==> src/rtl/pwm_generator_multi_if.sv <==
// Button/control inputs and PWM outputs of the multi-channel PWM generator.
// slave is the generator side, master is the board/driver side.
interface pwm_generator_multi_if #(
  parameter int NUM_CH = 4,
  parameter int CNT_W  = 8
);
  logic [NUM_CH-1:0]       increase_duty;
  logic [NUM_CH-1:0]       decrease_duty;
  logic                    enable;
  logic                    center_mode;
  logic [NUM_CH-1:0]       PWM_OUT;
  logic                    period_start;
  logic [NUM_CH*CNT_W-1:0] duty_out;

  modport master (
    output increase_duty, decrease_duty, enable, center_mode,
    input  PWM_OUT, period_start, duty_out
  );
  modport slave (
    input  increase_duty, decrease_duty, enable, center_mode,
    output PWM_OUT, period_start, duty_out
  );
endinterface

==> src/rtl/pwm_generator_multi.sv <==
// Multi-channel PWM: one shared up / up-down period counter, per-channel
// debounced duty buttons, shadow-loaded duty compare with registered outputs.

module pwm_btn #(
  parameter int DEBOUNCE_CYCLES = 4
) (
  input  logic clk,
  input  logic rst,
  input  logic btn,
  output logic press
);
  localparam int DB_W = $clog2(DEBOUNCE_CYCLES + 1);
  localparam logic [DB_W-1:0] DB_MAX = DB_W'(DEBOUNCE_CYCLES);

  logic [1:0]      sync;
  logic [DB_W-1:0] db_cnt;

  // press fires once, on the cycle db_cnt steps to DB_MAX; the counter then holds
  always_ff @(posedge clk) begin
    if (rst) begin
      sync   <= '0;
      db_cnt <= '0;
      press  <= 1'b0;
    end else begin
      sync  <= {sync[0], btn};
      press <= sync[1] && (db_cnt == DB_MAX - 1'b1);
      if (!sync[1])              db_cnt <= '0;
      else if (db_cnt != DB_MAX) db_cnt <= db_cnt + 1'b1;
    end
  end
endmodule

module pwm_channel #(
  parameter int CNT_W           = 8,
  parameter int PERIOD          = 10,
  parameter int STEP            = 1,
  parameter int DUTY_INIT       = 5,
  parameter int DEBOUNCE_CYCLES = 4
) (
  input  logic             clk,
  input  logic             rst,
  input  logic             inc_btn,
  input  logic             dec_btn,
  input  logic             load,
  input  logic             run,
  input  logic [CNT_W-1:0] cnt,
  output logic             pwm,
  output logic [CNT_W-1:0] duty
);
  localparam logic [CNT_W:0]   PER_X  = (CNT_W+1)'(PERIOD);
  localparam logic [CNT_W:0]   STEP_X = (CNT_W+1)'(STEP);
  localparam logic [CNT_W-1:0] INIT   = CNT_W'(DUTY_INIT);

  logic             inc, dec;
  logic [CNT_W:0]   sum, diff;
  logic [CNT_W-1:0] duty_nxt, shadow, shadow_eff;

  pwm_btn #(.DEBOUNCE_CYCLES(DEBOUNCE_CYCLES)) u_inc (.clk, .rst, .btn(inc_btn), .press(inc));
  pwm_btn #(.DEBOUNCE_CYCLES(DEBOUNCE_CYCLES)) u_dec (.clk, .rst, .btn(dec_btn), .press(dec));

  // one extra bit: sum catches overflow past PERIOD, diff's MSB is the borrow
  always_comb begin
    sum      = {1'b0, duty} + STEP_X;
    diff     = {1'b0, duty} - STEP_X;
    duty_nxt = duty;
    if (inc && !dec)      duty_nxt = (sum > PER_X) ? PER_X[CNT_W-1:0] : sum[CNT_W-1:0];
    else if (dec && !inc) duty_nxt = diff[CNT_W] ? '0 : diff[CNT_W-1:0];
  end

  // at the boundary the new period compares against the freshly loaded value
  assign shadow_eff = load ? duty : shadow;

  always_ff @(posedge clk) begin
    if (rst) begin
      duty   <= INIT;
      shadow <= INIT;
      pwm    <= 1'b0;
    end else begin
      duty <= duty_nxt;
      if (load) shadow <= duty;
      pwm <= run && (cnt < shadow_eff);
    end
  end
endmodule

module pwm_generator_multi #(
  parameter int NUM_CH          = 4,
  parameter int CNT_W           = 8,
  parameter int PERIOD          = 10,
  parameter int STEP            = 1,
  parameter int DUTY_INIT       = 5,
  parameter int DEBOUNCE_CYCLES = 4
) (
  input logic                  clk,
  input logic                  rst,
  pwm_generator_multi_if.slave bus
);
  localparam logic [CNT_W-1:0] CNT_MAX = CNT_W'(PERIOD - 1);

  logic [CNT_W-1:0] cnt, cnt_nxt;
  logic             dir, dir_nxt;   // 0 = counting up
  logic             mode, mode_eff;
  logic             boundary;

  logic [NUM_CH-1:0]            pwm;
  logic [NUM_CH-1:0][CNT_W-1:0] duty;

  assign boundary = bus.enable && (cnt == '0) && !dir;
  assign mode_eff = boundary ? bus.center_mode : mode;

  // center mode dwells one extra cycle at each end so the period is 2*PERIOD
  always_comb begin
    cnt_nxt = '0;
    dir_nxt = 1'b0;
    if (bus.enable) begin
      if (!mode_eff) begin
        cnt_nxt = (cnt == CNT_MAX) ? '0 : cnt + 1'b1;
      end else if (!dir) begin
        cnt_nxt = (cnt == CNT_MAX) ? cnt : cnt + 1'b1;
        dir_nxt = (cnt == CNT_MAX);
      end else begin
        cnt_nxt = (cnt == '0) ? cnt : cnt - 1'b1;
        dir_nxt = (cnt != '0);
      end
    end
  end

  always_ff @(posedge clk) begin
    if (rst) begin
      cnt              <= '0;
      dir              <= 1'b0;
      mode             <= 1'b0;
      bus.period_start <= 1'b0;
    end else begin
      cnt              <= cnt_nxt;
      dir              <= dir_nxt;
      if (boundary) mode <= bus.center_mode;
      bus.period_start <= boundary;
    end
  end

  for (genvar i = 0; i < NUM_CH; i++) begin : g_ch
    pwm_channel #(
      .CNT_W(CNT_W), .PERIOD(PERIOD), .STEP(STEP),
      .DUTY_INIT(DUTY_INIT), .DEBOUNCE_CYCLES(DEBOUNCE_CYCLES)
    ) u_ch (
      .clk, .rst,
      .inc_btn (bus.increase_duty[i]),
      .dec_btn (bus.decrease_duty[i]),
      .load    (boundary),
      .run     (bus.enable),
      .cnt     (cnt),
      .pwm     (pwm[i]),
      .duty    (duty[i])
    );
  end

  assign bus.PWM_OUT  = pwm;
  assign bus.duty_out = duty;
endmodule

==> src/flat_wrapper.sv <==
// flat-port wrapper written by rule: the top's interface ports become plain ports
module pwm_generator_multi_flat 
#(
  parameter int NUM_CH          = 4,
  parameter int CNT_W           = 8,
  parameter int PERIOD          = 10,
  parameter int STEP            = 1,
  parameter int DUTY_INIT       = 5,
  parameter int DEBOUNCE_CYCLES = 4
)
  (clk, rst, bus_increase_duty, bus_decrease_duty, bus_enable, bus_center_mode, bus_PWM_OUT, bus_period_start, bus_duty_out);
  pwm_generator_multi_if #(.NUM_CH(NUM_CH), .CNT_W(CNT_W)) bus_i ();
  input logic clk;
  input logic rst;
  input wire logic [$bits(bus_i.increase_duty)-1:0] bus_increase_duty;
  input wire logic [$bits(bus_i.decrease_duty)-1:0] bus_decrease_duty;
  input wire logic [$bits(bus_i.enable)-1:0] bus_enable;
  input wire logic [$bits(bus_i.center_mode)-1:0] bus_center_mode;
  output wire logic [$bits(bus_i.PWM_OUT)-1:0] bus_PWM_OUT;
  output wire logic [$bits(bus_i.period_start)-1:0] bus_period_start;
  output wire logic [$bits(bus_i.duty_out)-1:0] bus_duty_out;
  assign bus_i.increase_duty = bus_increase_duty;
  assign bus_i.decrease_duty = bus_decrease_duty;
  assign bus_i.enable = bus_enable;
  assign bus_i.center_mode = bus_center_mode;
  assign bus_PWM_OUT = bus_i.PWM_OUT;
  assign bus_period_start = bus_i.period_start;
  assign bus_duty_out = bus_i.duty_out;
  pwm_generator_multi #(.NUM_CH(NUM_CH), .CNT_W(CNT_W), .PERIOD(PERIOD), .STEP(STEP), .DUTY_INIT(DUTY_INIT), .DEBOUNCE_CYCLES(DEBOUNCE_CYCLES)) u_core (.clk(clk), .rst(rst), .bus(bus_i));
endmodule
==> config.mk <==
export PLATFORM = sky130hd
export DESIGN_NAME = pwm_generator_multi_flat
export DESIGN_NICKNAME = d
export VERILOG_FILES = /design/src/rtl/pwm_generator_multi_if.sv /design/src/rtl/pwm_generator_multi.sv /design/src/flat_wrapper.sv
export SDC_FILE = /design/constraint.sdc
export NUM_CORES = 1
export LEC_CHECK = 0
export ABC_AREA = 1
export CAP_MARGIN = 20
export CORE_UTILIZATION = 60
export CTS_BUF_LIST = sky130_fd_sc_hd__clkbuf_4 sky130_fd_sc_hd__clkbuf_8
export CTS_CLUSTER_DIAMETER = 60
export DETAILED_ROUTE_END_ITERATION = 10
export DONT_BUFFER_PORTS = 1
export GPL_TIMING_DRIVEN = 0
export HOLD_SLACK_MARGIN = 0.1
export PLACE_DENSITY = 0.84
export SLEW_MARGIN = 20
export SYNTH_ARGS = -nofsm -noshare
export SYNTH_HDL_FRONTEND = slang
export SYNTH_SLANG_ARGS = --single-unit
export TNS_END_PERCENT = 30
==> constraint.sdc <==
create_clock -name clk -period 4.85 [get_ports clk]
set_input_delay 0.97 -clock clk [delete_from_list [all_inputs] [get_ports clk]]
set_output_delay 0.97 -clock clk [all_outputs]
set_load 0.02 [all_outputs]
==> metrics.txt <==
element type at the critical path end=register; number of iterations in the first detailed-routing pass=8; Async SR Flop Fraction=0%; final wirelength=16030 µm; Root Driver=clkbuf_8; register clock-pin slew on the reported worst setup and hold paths=roughly 0.070 ns; Synth top area share=about a third; total core area=11610 µm²; crit path launch type=register; # Post-CTS Setup Buffers=0; Fill cells=989; number of flops mapped to enable cells by yosys=0; Top Ports=49; die footprint=~13000 µm²; largest net degree at the start of global routing=17; first-pass GRT wire length=27140 µm; ys flop type=dfxtp_1; failing checks=DRC; syn nets=1081; CTS H-tree depth=4; count leader, synth=nand2_1; Congestion Overflow GR=0; drt drc=4; Die Wd=between 100 and 150 µm; critical-path cell list=clkinv_1, ha_1, inv_1, nor2_2, nand3_4, buf_8, buf_6, nand2_1, nand2_1, inv_2, ha_1, a211oi_1, nand3_1, a21oi_1; Multi-input gate area=3953 µm²; RSZ-0062 raised after global routing=false; Post-Syn Area=slightly above 7000 µm²; 1st-iter DRT viols=404; die height=112.1 µm; # rows=39; Ys Warns=0; max-cap violations=0; CP max-delay cell=dfxtp_1; top post-synthesis cells by area=dfxtp_1, ha_1, nand2_1; Final Hold Slack=0.3979 ns; Critical Path AT=3.08 ns; Post-DP Area=7453 µm²; CTS Buf Count=17; CP required=5.20 ns; Logic pwr share=6.4%; Finished Cell Area=between 7000 and 8000 µm²; final hold vios=0; GR Util met1=33.62%; period utilization=56.14%; worst vdd ir=0.2162 mV; leakage=3.718 nW; cts repair resizes=0; Flop pwr share=50.6%; worst slew pin tran=0.7292 ns; CTS tree=done; Max Clock Skew=roughly 0.0066 ns; layout overhead on the synthesized area=7.792%; Period minus WS final=between 2 and 3 ns; Most Crowded Layer GR=met2; Pwr per Cell Area=269.2 nW/µm²; post-route insts no fill=1169; CTS Buffer Depth=2; CTS Sinks=approximately 130; Synth Instances=997; initial antenna violation count=0; CP Class=reg2reg; GPL Wtd Cong=0.8991; number of global-route vias before repair=approximately 5900; Post-synth top cells=nand2_1, inv_1, dfxtp_1; synthesized flop and latch total=127; via count=6222; Clock Power Share=43.1%; register area=~2500 µm²; Initial Util=62.64%; net switching power=0.4973 mW; hpwl dp=around 12000 µm; Max Fclk=367.3 MHz; Cells after DPL=1140; setup TNS=0 ns; Routed wire per std cell=13.71 µm; met2 GRT Util=46.13%; final antenna-violating net count=0; headroom to the max-slew limit=about half; share of layout cells above drive strength 1=9.942%; Post-Syn Area per Cell=7.296 µm²; CTS Hold Bufs=0; crit path max fanout=10; n_diodes=0; register area share after synthesis=between 30% and 40%; met3 usage=5.454%; GRT Total Usage=27.08%; nets=1100; worst-skew pair later-pin latency=0.44 ns; final count of negative-setup-slack endpoints=0; vias per cell=between 5 and 6; status=complete, but fails checks; Hold Crit Class=reg2reg; Yosys cell types=45; Worst path max stage delay=0.39 ns; Slew Viols, Final=0; cell-internal power=1.614 mW; Switching Fraction=23.56%; IO buf count=0; dominant cell type by area after synthesis=dfxtp_1
## critical path, delay by kind of cell (launching register included)
kind / cells / cell delay [ns]
and+or+nand+nor: 5 / 0.42
adders and majority gates: 2 / 0.63
buffers and inverters: 5 / 0.73
AOI/OAI and AO/OA: 2 / 0.45
DFF: 1 / 0.39
## final cells by class
cell class                 count  share of cell area (%)
buffer                        28                   2.186
clock buffer                  22                   3.861
sequential                   127                   32.42
inverter                     159                   7.755
tap                          143                   2.282
clock inverter                 7                   1.085
multi-input combinational    683                   50.41
## power groups by stage
| stage | clock network (mW) | logic (mW) | registers (mW) |
|---|---|---|---|
| finish | 0.910 | 0.134 | 1.07 |
| CTS | 0.918 | 0.134 | 1.07 |
| global route | 0.967 | 0.150 | 1.07 |
| global placement | 0 | 0.130 | 1.09 |
| floorplan | 0 | 0.101 | 1.09 |
| detailed placement | 0 | 0.133 | 1.09 |
## cell families (layout without fill, tap and decap cells)
logic type,after synthesis,count (layout),synth area share [%]
and+or+nand+nor,433,433,26.38
AOI/OAI and AO/OA,142,142,11.21
xor gates and xnor gates,35,35,4.214
muxes,1,1,0.1376
adders and majority gates,72,72,12.38
DFF,127,127,34.95
buffers and inverters,187,216,10.72
## state kept, by name, indices dropped and copies added, names as in the netlist
signal                         cells
u_core.g_ch.u_ch.u_inc.press       4
u_core.g_ch.u_ch.shadow           32
u_core.bus.period_start            1
u_core.mode                        1
u_core.g_ch.u_ch.u_inc.sync        8
u_core.g_ch.u_ch.duty             32
u_core.g_ch.u_ch.u_dec.press       4
u_core.g_ch.u_ch.u_dec.db_cnt     12
u_core.cnt                         8
u_core.dir                         1
u_core.g_ch.u_ch.u_inc.db_cnt     12
u_core.g_ch.u_ch.u_dec.sync        8
u_core.g_ch.u_ch.pwm               4
## per-stage QoR
| stage | utilization (%) | setup slack, ns | total power, mW |
|---|---|---|---|
| after floorplan | - | 2.308 | 1.190 |
| after global placement | 64.18 | 1.964 | 1.220 |
| after detailed placement | 64.18 | 1.974 | 1.224 |
| after CTS | 67.52 | 2.113 | 2.120 |
| after global routing | 67.52 | 1.924 | 2.185 |
| final | 67.52 | 2.127 | 2.111 |
## final timing paths
| check | start | to | slack (ns) | cells after the start |
|---|---|---|---|---|
| setup / recovery | u_core.cnt[0] | u_core.g_ch[2].u_ch.pwm | 2.13 | 14 |
| hold / removal | u_core.g_ch[2].u_ch.u_inc.sync[0] | u_core.g_ch[2].u_ch.u_inc.sync[1] | 0.40 | 2 |
| hold reg to reg | u_core.g_ch[2].u_ch.u_inc.sync[0] | u_core.g_ch[2].u_ch.u_inc.sync[1] | 0.40 | 2 |
| setup reg to reg | u_core.cnt[0] | u_core.g_ch[2].u_ch.pwm | 2.13 | 14 |
## metal layers
layer / up-vias / wire [µm]
met1: 2816 / 7258
met5: - / 0
met3: 39 / 871
met2: 180 / 7516
li1: 3187 / -
met4: 0 / 385
## placed cells by master (no fill, tap or decap), types with 4 or more instances in the layout
master,netlist,routed
inv_1,137,137
xnor2_1,6,6
nand2_4,7,7
a211oi_1,16,16
xor2_1,29,29
dfxtp_1,127,127
nor2_1,114,114
nor3_1,8,8
buf_1,4,4
nand2_2,4,4
clkinv_2,1,6
buf_2,8,8
buf_6,4,4
o211ai_1,4,4
nand3_1,45,45
inv_2,16,16
nand2_1,225,225
clkbuf_8,0,22
o21ai_1,16,16
nand4_1,11,11
o21ai_0,35,35
buf_4,4,4
nor2_2,5,5
o21ai_2,7,7
clkbuf_1,7,7
a21oi_1,55,55
ha_1,72,72
(Power assumes the default switching activity.)
